**src/rtl/apb_arb2_pkg.sv**
```systemverilog
// apb_arb2_pkg: shared state, owner and timeout-counter definitions for the APB arbiter.
// Imported by apb_arb2 and apb_arb2_rr.
package apb_arb2_pkg;

    localparam int TMO_CNT_W = 16;

    typedef enum logic [1:0] {
        IDLE   = 2'd0,
        SETUP  = 2'd1,
        ACCESS = 2'd2
    } state_t;

    typedef enum logic {
        OWNER_M0 = 1'b0,
        OWNER_M1 = 1'b1
    } owner_t;

    function automatic owner_t other_owner(input owner_t o);
        return (o == OWNER_M0) ? OWNER_M1 : OWNER_M0;
    endfunction

endpackage

```
**src/rtl/apb_arb2_rr.sv**
```systemverilog
// apb_arb2_rr: two-way round-robin winner pick from the request pair and the last grant.
// Latency: purely combinational.
// Backpressure: none; the caller decides when a pick is consumed.
module apb_arb2_rr
    import apb_arb2_pkg::*;
(
    input  logic [1:0] req,
    input  owner_t     last_grant,
    output owner_t     winner,
    output logic       valid
);

    always_comb begin
        winner = OWNER_M0;
        valid  = |req;
        case (req)
            2'b01:   winner = OWNER_M0;
            2'b10:   winner = OWNER_M1;
            2'b11:   winner = other_owner(last_grant);
            default: winner = OWNER_M0;
        endcase
    end

endmodule

```
**src/rtl/apb_arb2.sv**
```systemverilog
// apb_arb2: two-requester round-robin arbiter driving one APB3 completer (IDLE/SETUP/ACCESS).
// Latency: done three cycles after req with a zero-wait completer; one IDLE cycle between transfers.
// Backpressure: ACCESS holds while PREADY=0; with APB_ARB2_TIMEOUT_EN it aborts with err after TIMEOUT_CYCLES.
module apb_arb2
    import apb_arb2_pkg::*;
#(
    parameter int ADDR_W         = 12,
    parameter int TIMEOUT_CYCLES = 256
) (
    input  logic              PCLK,
    input  logic              PRESETn,
    input  logic              m0_req,
    input  logic              m1_req,
    input  logic [ADDR_W-1:0] m0_addr,
    input  logic [ADDR_W-1:0] m1_addr,
    input  logic              m0_write,
    input  logic              m1_write,
    input  logic [31:0]       m0_wdata,
    input  logic [31:0]       m1_wdata,
    output logic              m0_done,
    output logic              m1_done,
    output logic [31:0]       m0_rdata,
    output logic [31:0]       m1_rdata,
    output logic              m0_err,
    output logic              m1_err,
    output logic              PSEL,
    output logic              PENABLE,
    output logic              PWRITE,
    output logic [ADDR_W-1:0] PADDR,
    output logic [31:0]       PWDATA,
    input  logic [31:0]       PRDATA,
    input  logic              PREADY,
    input  logic              PSLVERR
);

    state_t              state_q, state_d;
    owner_t              owner_q, owner_d;
    owner_t              last_q, last_d;
    logic [ADDR_W-1:0]   paddr_q, paddr_d;
    logic                pwrite_q, pwrite_d;
    logic [31:0]         pwdata_q, pwdata_d;
    logic [1:0]          done_q, done_d;
    logic [1:0]          err_q, err_d;
    logic [31:0]         rdata0_q, rdata0_d;
    logic [31:0]         rdata1_q, rdata1_d;

    owner_t              rr_winner;
    logic                rr_valid;
    logic                xfer_end;
    logic                xfer_err;
    logic [31:0]         xfer_rdata;
    logic                tmo_hit;

    apb_arb2_rr u_rr (
        .req        ({m1_req, m0_req}),
        .last_grant (last_q),
        .winner     (rr_winner),
        .valid      (rr_valid)
    );

`ifdef APB_ARB2_TIMEOUT_EN
    localparam logic [TMO_CNT_W-1:0] TMO_LAST = TMO_CNT_W'(TIMEOUT_CYCLES - 1);

    logic [TMO_CNT_W-1:0] tmo_cnt_q, tmo_cnt_d;

    // Counter holds the number of PREADY-low ACCESS cycles already seen.
    always_comb begin
        tmo_cnt_d = tmo_cnt_q;
        tmo_hit   = 1'b0;
        if (state_q == IDLE && rr_valid) begin
            tmo_cnt_d = '0;
        end else if (state_q == ACCESS && !PREADY) begin
            if (tmo_cnt_q == TMO_LAST) begin
                tmo_hit = 1'b1;
            end else begin
                tmo_cnt_d = tmo_cnt_q + TMO_CNT_W'(1);
            end
        end
    end

    always_ff @(posedge PCLK or negedge PRESETn) begin
        if (!PRESETn) begin
            tmo_cnt_q <= '0;
        end else begin
            tmo_cnt_q <= tmo_cnt_d;
        end
    end
`else
    localparam int tmo_unused = TIMEOUT_CYCLES;

    assign tmo_hit = 1'b0;
`endif

    always_comb begin
        state_d    = state_q;
        owner_d    = owner_q;
        last_d     = last_q;
        paddr_d    = paddr_q;
        pwrite_d   = pwrite_q;
        pwdata_d   = pwdata_q;
        done_d     = '0;
        err_d      = '0;
        rdata0_d   = '0;
        rdata1_d   = '0;
        xfer_end   = 1'b0;
        xfer_err   = 1'b0;
        xfer_rdata = '0;

        case (state_q)
            IDLE: begin
                if (rr_valid) begin
                    state_d = SETUP;
                    owner_d = rr_winner;
                    last_d  = rr_winner;
                    if (rr_winner == OWNER_M1) begin
                        paddr_d  = m1_addr;
                        pwrite_d = m1_write;
                        pwdata_d = m1_wdata;
                    end else begin
                        paddr_d  = m0_addr;
                        pwrite_d = m0_write;
                        pwdata_d = m0_wdata;
                    end
                end
            end
            SETUP: begin
                state_d = ACCESS;
            end
            ACCESS: begin
                // A completer response wins over a timeout landing on the same edge.
                if (PREADY) begin
                    xfer_end   = 1'b1;
                    xfer_err   = PSLVERR;
                    xfer_rdata = pwrite_q ? 32'd0 : PRDATA;
                end else if (tmo_hit) begin
                    xfer_end   = 1'b1;
                    xfer_err   = 1'b1;
                end
            end
            default: begin
                state_d = IDLE;
            end
        endcase

        if (xfer_end) begin
            state_d = IDLE;
            if (owner_q == OWNER_M1) begin
                done_d[1] = 1'b1;
                err_d[1]  = xfer_err;
                rdata1_d  = xfer_rdata;
            end else begin
                done_d[0] = 1'b1;
                err_d[0]  = xfer_err;
                rdata0_d  = xfer_rdata;
            end
        end
    end

    always_ff @(posedge PCLK or negedge PRESETn) begin
        if (!PRESETn) begin
            state_q  <= IDLE;
            owner_q  <= OWNER_M0;
            last_q   <= OWNER_M1;
            paddr_q  <= '0;
            pwrite_q <= 1'b0;
            pwdata_q <= '0;
            done_q   <= '0;
            err_q    <= '0;
            rdata0_q <= '0;
            rdata1_q <= '0;
        end else begin
            state_q  <= state_d;
            owner_q  <= owner_d;
            last_q   <= last_d;
            paddr_q  <= paddr_d;
            pwrite_q <= pwrite_d;
            pwdata_q <= pwdata_d;
            done_q   <= done_d;
            err_q    <= err_d;
            rdata0_q <= rdata0_d;
            rdata1_q <= rdata1_d;
        end
    end

    assign PSEL     = (state_q != IDLE);
    assign PENABLE  = (state_q == ACCESS);
    assign PWRITE   = pwrite_q;
    assign PADDR    = paddr_q;
    assign PWDATA   = pwdata_q;
    assign m0_done  = done_q[0];
    assign m1_done  = done_q[1];
    assign m0_err   = err_q[0];
    assign m1_err   = err_q[1];
    assign m0_rdata = rdata0_q;
    assign m1_rdata = rdata1_q;

endmodule

```
**config.mk**
```make
export PLATFORM = sky130hd
export DESIGN_NAME = apb_arb2
export DESIGN_NICKNAME = d
export VERILOG_FILES = /design/src/rtl/apb_arb2_pkg.sv /design/src/rtl/apb_arb2_rr.sv /design/src/rtl/apb_arb2.sv
export SDC_FILE = /design/constraint.sdc
export NUM_CORES = 1
export LEC_CHECK = 0
export CAP_MARGIN = 20
export CELL_PAD_IN_SITES_DETAIL_PLACEMENT = 1
export CELL_PAD_IN_SITES_GLOBAL_PLACEMENT = 2
export CORE_MARGIN = 8
export CORE_UTILIZATION = 22
export DETAILED_ROUTE_END_ITERATION = 12
export PLACE_DENSITY = 0.85
export SLEW_MARGIN = 10
export SYNTH_ARGS = -nofsm -noshare
export SYNTH_HDL_FRONTEND = slang
export SYNTH_HIERARCHICAL = 1
export SYNTH_SLANG_ARGS = --single-unit
```
**constraint.sdc**
```tcl
create_clock -name PCLK -period 1.55 [get_ports PCLK]
set_input_delay 0.465 -clock PCLK [delete_from_list [all_inputs] [get_ports PCLK]]
set_output_delay 0.465 -clock PCLK [all_outputs]
set_load 0.02 [all_outputs]
```
==> flow_summary_export.csv, run 1 <==
group,metric,value,unit
critical_path,worstPathMaxFanout,3,
placement,io_buffers,242,
placement,placed_cells,853,
global_route,top_usage_layer,"met2",
critical_path,critPathRequiredTime,1.08,ns
logic_synthesis,synth_fa_ha_area_frac,0,
clocking,cts_tree,"yes",
global_route,global_route.usage.met2,0.234,
logic_synthesis,ys_warn_count,6,
global_route,overflow,0,
logic_synthesis,synth_top_family_by_area,"multiplexers",
placement,placedInstanceArea,7720,um^2
global_route,antenna_found_initial,2,
final_layout,final_nets,749,
clocking,clock-sinks,117,
logic_synthesis,synth_nets,467,
route,wl_per_cell,20.9,um
route,via_per_inst,4.14,
global_route,grt_use_total,0.132,
placement,gp_congestion,0.719,
worst_hold_path,hold_path_class,"reg2reg",
final_layout,syn_to_final_growth,84.3,%
clocking,cts_root_buffer,"clkbuf_16",
route,vias,3765,
route,firstDrtPassIters,4,
route,ant_nets,0,
final_layout,n_antenna_cell,0,
timing,tightest_slew,0.435,ns
logic_synthesis,synth-seq-area-share,0.621,
critical_path,r2r_cells,5,
global_route,grt_use_met3,0.0645,
final_layout,layout.cells.non_filler,909,
logic_synthesis,syn_area_per_cell,13.9,um^2
critical_path,r2r-end,"PWDATA[28]",
timing,fin_crit,1.67,ns
die,die_h,162,um
timing,slew_headroom,0.710,
critical_path,end_kind,"output port",
critical_path,timing.rr.start,"last_q",
timing,rsz0062_at_grt,"true",
final_layout,finalInstanceArea,8690,um^2
die,design.core.area,21000,um^2
critical_path,reg2reg_slack,-0.06,ns
logic_synthesis,synth_top_area_share,0.615,
global_route,grt_pass1_wl,26.8,mm
die,die_area,26400,um^2
timing,finalMaxSlewViolations,0,
logic_synthesis,muxShareOfSynthArea,0.237,
pwr,p_per_area,1700,nW/um^2
logic_synthesis,yosys.area_share.simple,0.107,
die,start_util,0.224,
final_layout,filler_cell_count,2206,
logic_synthesis,ys_top_cells_by_area,"dfrtp_1 62%, mux2_2 18%, mux2_4 6.0%",
route,drtIter0Drc,113,
placement,dp_hpwl,12.7,mm
global_route,grt_pass1_vias,4435,
outcome,violations,"negative setup slack",
clocking,clk_pin_slew,0.06,ns
pwr,p_leak,0.00403,uW
die,die_w,162,um
timing,clock.fmax,600,MHz
pwr,peakVddDrop,0.681,mV
die,io_pins,243,
logic_synthesis,yosysUniqueCellTypes,20,
timing,post-route-worst-setup-slack,-0.117,ns
final_layout,drive_gt1_frac,0.448,
final_layout,final_util,0.413,
logic_synthesis,yosys.area.top_type,"dfrtp_1",
critical_path,crit_start,"state_q[0]",
clocking,cts_buffer_depth,2,
die,rows,53,
timing,skew,0.0102,ns
final_layout,final_cell_mix,"124 x clkdlybuf4s50_1, 116 x dfrtp_1, 85 x mux2_4, 65 x nor2_1, 59 x clkdlybuf4s15_2",
global_route,grt_max_degree,35,
timing,finalSetupViolCount,47,
logic_synthesis,synth_compound_area_frac,0.00159,
outcome,status,"finished with violations",
final_layout,layout_commonest_cell,"clkdlybuf4s50_1",
route,drc,0,
clocking,cts_buffers,17,
route,drt_wl_total,19.0,mm
critical_path,crit_end,"PSEL",
timing,fin_crit_sh,1.08,
logic_synthesis,synthCells,339,
critical_path,start_kind,"flip-flop",
critical_path,worstSetupPathType,"reg2out",
flow_run,cap_violations,0,
logic_synthesis,synth_seq_cells,117,
timing,hold_violations,0,
logic_synthesis,synth-xor-area-share,0,
logic_synthesis,synth_area,4720,um^2
clocking,clk_latency,0.41,ns
clocking,cts_max_level,4,
global_route,grtUsageMet1,0.133,
timing,worst_hold_slack,0.504,ns
critical_path,critPathArrivalTime,1.20,ns
==> worst max-delay path: stages (launching register included) <==
cell     delay (ns)
dfrtp_1        0.42
or2_4          0.24
buf_6          0.13
==> metrics by stage <==
step                setup slack (ns)  TNS (ns)  power (uW)
global placement              -0.629    -28.99       10100
detailed placement            -0.680    -31.89       10300
CTS                           -0.155     -2.65       14600
global route                  -0.171     -3.43       15600
finish                        -0.117     -2.07       14800
floorplan                    -0.0512     -1.37        7630
==> per-layer routing <==
layer / vias to the layer above / part of all wire
li1: 1685 / -
met1: 1900 / 0.37
met3: 28 / 0.092
met2: 148 / 0.52
met4: 4 / 0.018
met5: - / 0.0012
==> worst min-delay path by stage <==
stage,startpoint,end,cells after the start
after floorplan,PRESETn,PADDR[0],0
after global placement,PRESETn,m0_rdata[12],1
after detailed placement,PRESETn,m0_rdata[12],1
after CTS,PWDATA[7],PWDATA[7],1
after global routing,PWDATA[29],PWDATA[29],1
final,PWDATA[23],PWDATA[23],1
==> what timing repair did <==
action                                  CTS  global route
endpoints found under the setup margin  162           101
gates resized for setup                 369            88
endpoints found under the hold margin    16             0
pin swaps                                 1             4
hold buffers                              1             0
setup buffers                            10             7
gates cloned                              2             9
==> power by group <==
group	internal (uW)	switching, uW	leakage, uW	total, uW
registers	3850	428	0.00152	4280
clock network	2700	1440	0.000296	4150
logic	3410	2980	0.00222	6390
total	9960	4850	0.00403	14800
==> state kept, by name, summed over array words and instances, names as in the netlist <==
name,count
PWDATA,32
state_q,2
PADDR,12
owner_q,1
m1_rdata,32
done_q,2
last_q,1
m0_rdata,32
err_q,2
PWRITE,1
==> cells in the mapped netlist <==
library cell	instances
dfstp_2	1
nand2b_1	32
mux2_4	19
buf_4	2
buf_2	4
nand4bb_1	1
nor2_1	67
dfrtp_1	116
mux2_2	74
or2_1	1
buf_8	2
or2_2	1
clkbuf_1	6
buf_6	5
nor2b_1	1
nor3b_2	1
buf_1	1
a21boi_1	1
nand4b_1	1
inv_1	3
==> final cells by class <==
cell class | instances | area [um^2] | area share
sequential | 117 | 2930 | 0.337
clock inverter | 11 | 176 | 0.0203
tap | 275 | 344 | 0.0396
timing repair buffer | 283 | 2860 | 0.329
inverter | 3 | 11.3 | 0.00130
multi-input combinational | 199 | 1930 | 0.222
clock buffer | 21 | 440 | 0.0507
==> kinds of logic after synthesis <==
logic type / Yosys count
DFF: 117
and+or+nand+nor: 105
muxes: 93
buffers and inverters: 23
AOI/OAI and AO/OA: 1
Note: power is estimated with default switching activity, not from simulation.
==> run 2, diff against run 1 <==
Settings changed: CORE_UTILIZATION 22 to 26, PLACE_DENSITY 0.85 to 0.93.
Clock period 1.55 ns to 2 ns, I/O delays scaled along.
==> flow_summary_export.csv, run 2 (synthesis gave the netlist of run 1 again) <==
group,metric,value,unit
outcome,status,"finished, final reports clean",
die,rows,49,
route,drtIter0Drc,58,
worst_hold_path,hold_path_class,"in2async",
die,start_util,0.263,
pwr,power,10600,uW
pwr,p_int,7220,uW
timing,fin_tns_setup,0,ns
clocking,cts_tree,"yes",
route,vias,3549,
die,io_pins,243,
final_layout,layout_commonest_cell,"clkdlybuf4s50_1",
global_route,grt_use_met3,0.0724,
critical_path,cpLargestDelayFamily,"buffers and inverters",
timing,hold_violations,0,
pwr,pwr-share-seq,0.313,
clocking,cts_buffers,17,
route,ant_nets,0,
critical_path,worstSetupPathType,"reg2out",
clocking,clk_pin_slew,0.05,ns
critical_path,critPathRequiredTime,1.40,ns
pwr,p_leak,0.00415,uW
timing,slew_headroom,0.789,
critical_path,critPathArrivalTime,1.35,ns
route,drt_wl_total,16.2,mm
die,die_h,151,um
route,drc,0,
pwr,peakVddDrop,0.595,mV
critical_path,crit_start,"m1_rdata[26]",
global_route,grtUsageMet1,0.155,
critical_path,slowest_delay,0.63,ns
timing,fin_crit_sh,0.977,
critical_path,critPathSlowestCell,"clkdlybuf4s50_1",
global_route,grt_pass1_vias,4204,
global_route,grt_max_degree,53,
pwr,p_comb_frac,0.390,
final_layout,final_nets,721,
critical_path,worstPathMaxFanout,1,
final_layout,final_util,0.455,
timing,clock.fmax,512,MHz
global_route,global_route.usage.met2,0.239,
die,die_area,22700,um^2
clocking,cts_buffer_depth,2,
route,wl_per_cell,19.5,um
placement,io_buffers,242,
pwr,pwr-share-clk,0.297,
clocking,clock-sinks,117,
global_route,overflow,0,
clocking,cts_setup_buffers,0,
placement,placed_cells,803,
timing,finalSetupViolCount,0,
timing,tightest_slew,0.317,ns
timing,rsz0062_at_grt,"false",
final_layout,n_antenna_cell,0,
final_layout,layout.cells.non_filler,833,
pwr,p_sw_frac,0.316,
route,firstDrtPassIters,4,
critical_path,end_kind,"output port",
placement,dp_hpwl,12.3,mm
timing,worst_hold_slack,0.0873,ns
critical_path,timing.rr.start,"last_q",
route,via_per_inst,4.26,
die,design.core.area,17900,um^2
critical_path,crit_path_cell_trace,"clkdlybuf4s50_1",
final_layout,final_cell_mix,"166 x clkdlybuf4s50_1, 116 x dfrtp_1, 74 x mux2_2, 67 x nor2_1, 43 x dlymetal6s2s_1",
clocking,cts_max_level,4,
global_route,top_usage_layer,"met2",
final_layout,syn_to_final_growth,72.8,%
die,die_w,151,um
critical_path,path_buf_inv,1,
timing,skew,0.00887,ns
clocking,postCtsHoldBufs,0,
clocking,cts_root_buffer,"clkbuf_16",
pwr,p_per_area,1300,nW/um^2
pwr,p_sw,3340,uW
global_route,grt_use_total,0.144,
critical_path,start_kind,"flip-flop",
global_route,grt_pass1_wl,24.5,mm
clocking,clk_latency,0.41,ns
placement,gp_congestion,0.757,
final_layout,drive_gt1_frac,0.233,
timing,finalMaxSlewViolations,0,
global_route,antenna_found_initial,0,
timing,fin_crit,1.95,ns
flow_run,cap_violations,0,
==> run 2: changes by cell type in the layout (fill, tap and decap cells not counted), moves of 9 or more <==
cell | previous run | this run
mux2_4 | 85 | 19
buf_6 | 9 | 0
dlygate4sd2_1 | 2 | 31
mux2_2 | 8 | 74
dlymetal6s2s_1 | 0 | 43
clkdlybuf4s50_1 | 124 | 166
buf_2 | 46 | 1
clkdlybuf4s15_2 | 59 | 0
==> run 2: final timing paths <==
check	to	slack [ns]	depth (start not counted)
worst max-delay path	m1_rdata[26]	0.05	1
worst min-delay path	PWDATA[8]	0.09	1
worst max register to register	PADDR[0]	0.40	4
worst min register to register	PWDATA[10]	0.50	1
max in group asynchronous	last_q	1.27	2
min in group PCLK	PWDATA[10]	0.50	1
==> run 2: layer usage <==
layer  part of all wire  wire, um
met5                  0         0
met4              0.014       232
met3               0.11      1820
met1               0.38      6170
met2               0.49      7990
==> run 2: per-stage QoR <==
stage               worst slack [ns]  cell area, um^2
detailed placement            -0.333             7480
global placement              -0.336             7480
CTS                         0.000498             8050
floorplan                      0.213             4720
global route                 0.00104             8150
finish                        0.0454             8150
==> run 2: timing repair <==
| item | CTS | global route |
|---|---|---|
| endpoints found under the setup margin | 32 | 44 |
| gates cloned | 0 | 0 |
| gates resized for setup | 34 | 44 |
| hold endpoints to repair | 0 | 0 |
==> run 2: area by class of cell <==
class / count / area, um^2
inverters: 3 / 11.3
well taps: 229 / 287
flip-flops and latches: 117 / 2930
multi-input cells: 199 / 1650
clock buffers: 20 / 447
fillers: 1872 / 9750
clock inverters: 10 / 156
repair buffers: 255 / 2670
==> run 2: power groups by stage <==
stage                     registers [uW]  clock network (uW)  logic (uW)
after floorplan                     4010                   0        1730
after global placement              3330                   0        4330
after detailed placement            3370                   0        4460
after CTS                           3330                3230        4270
after global routing                3380                3330        4400
final                               3300                3130        4120
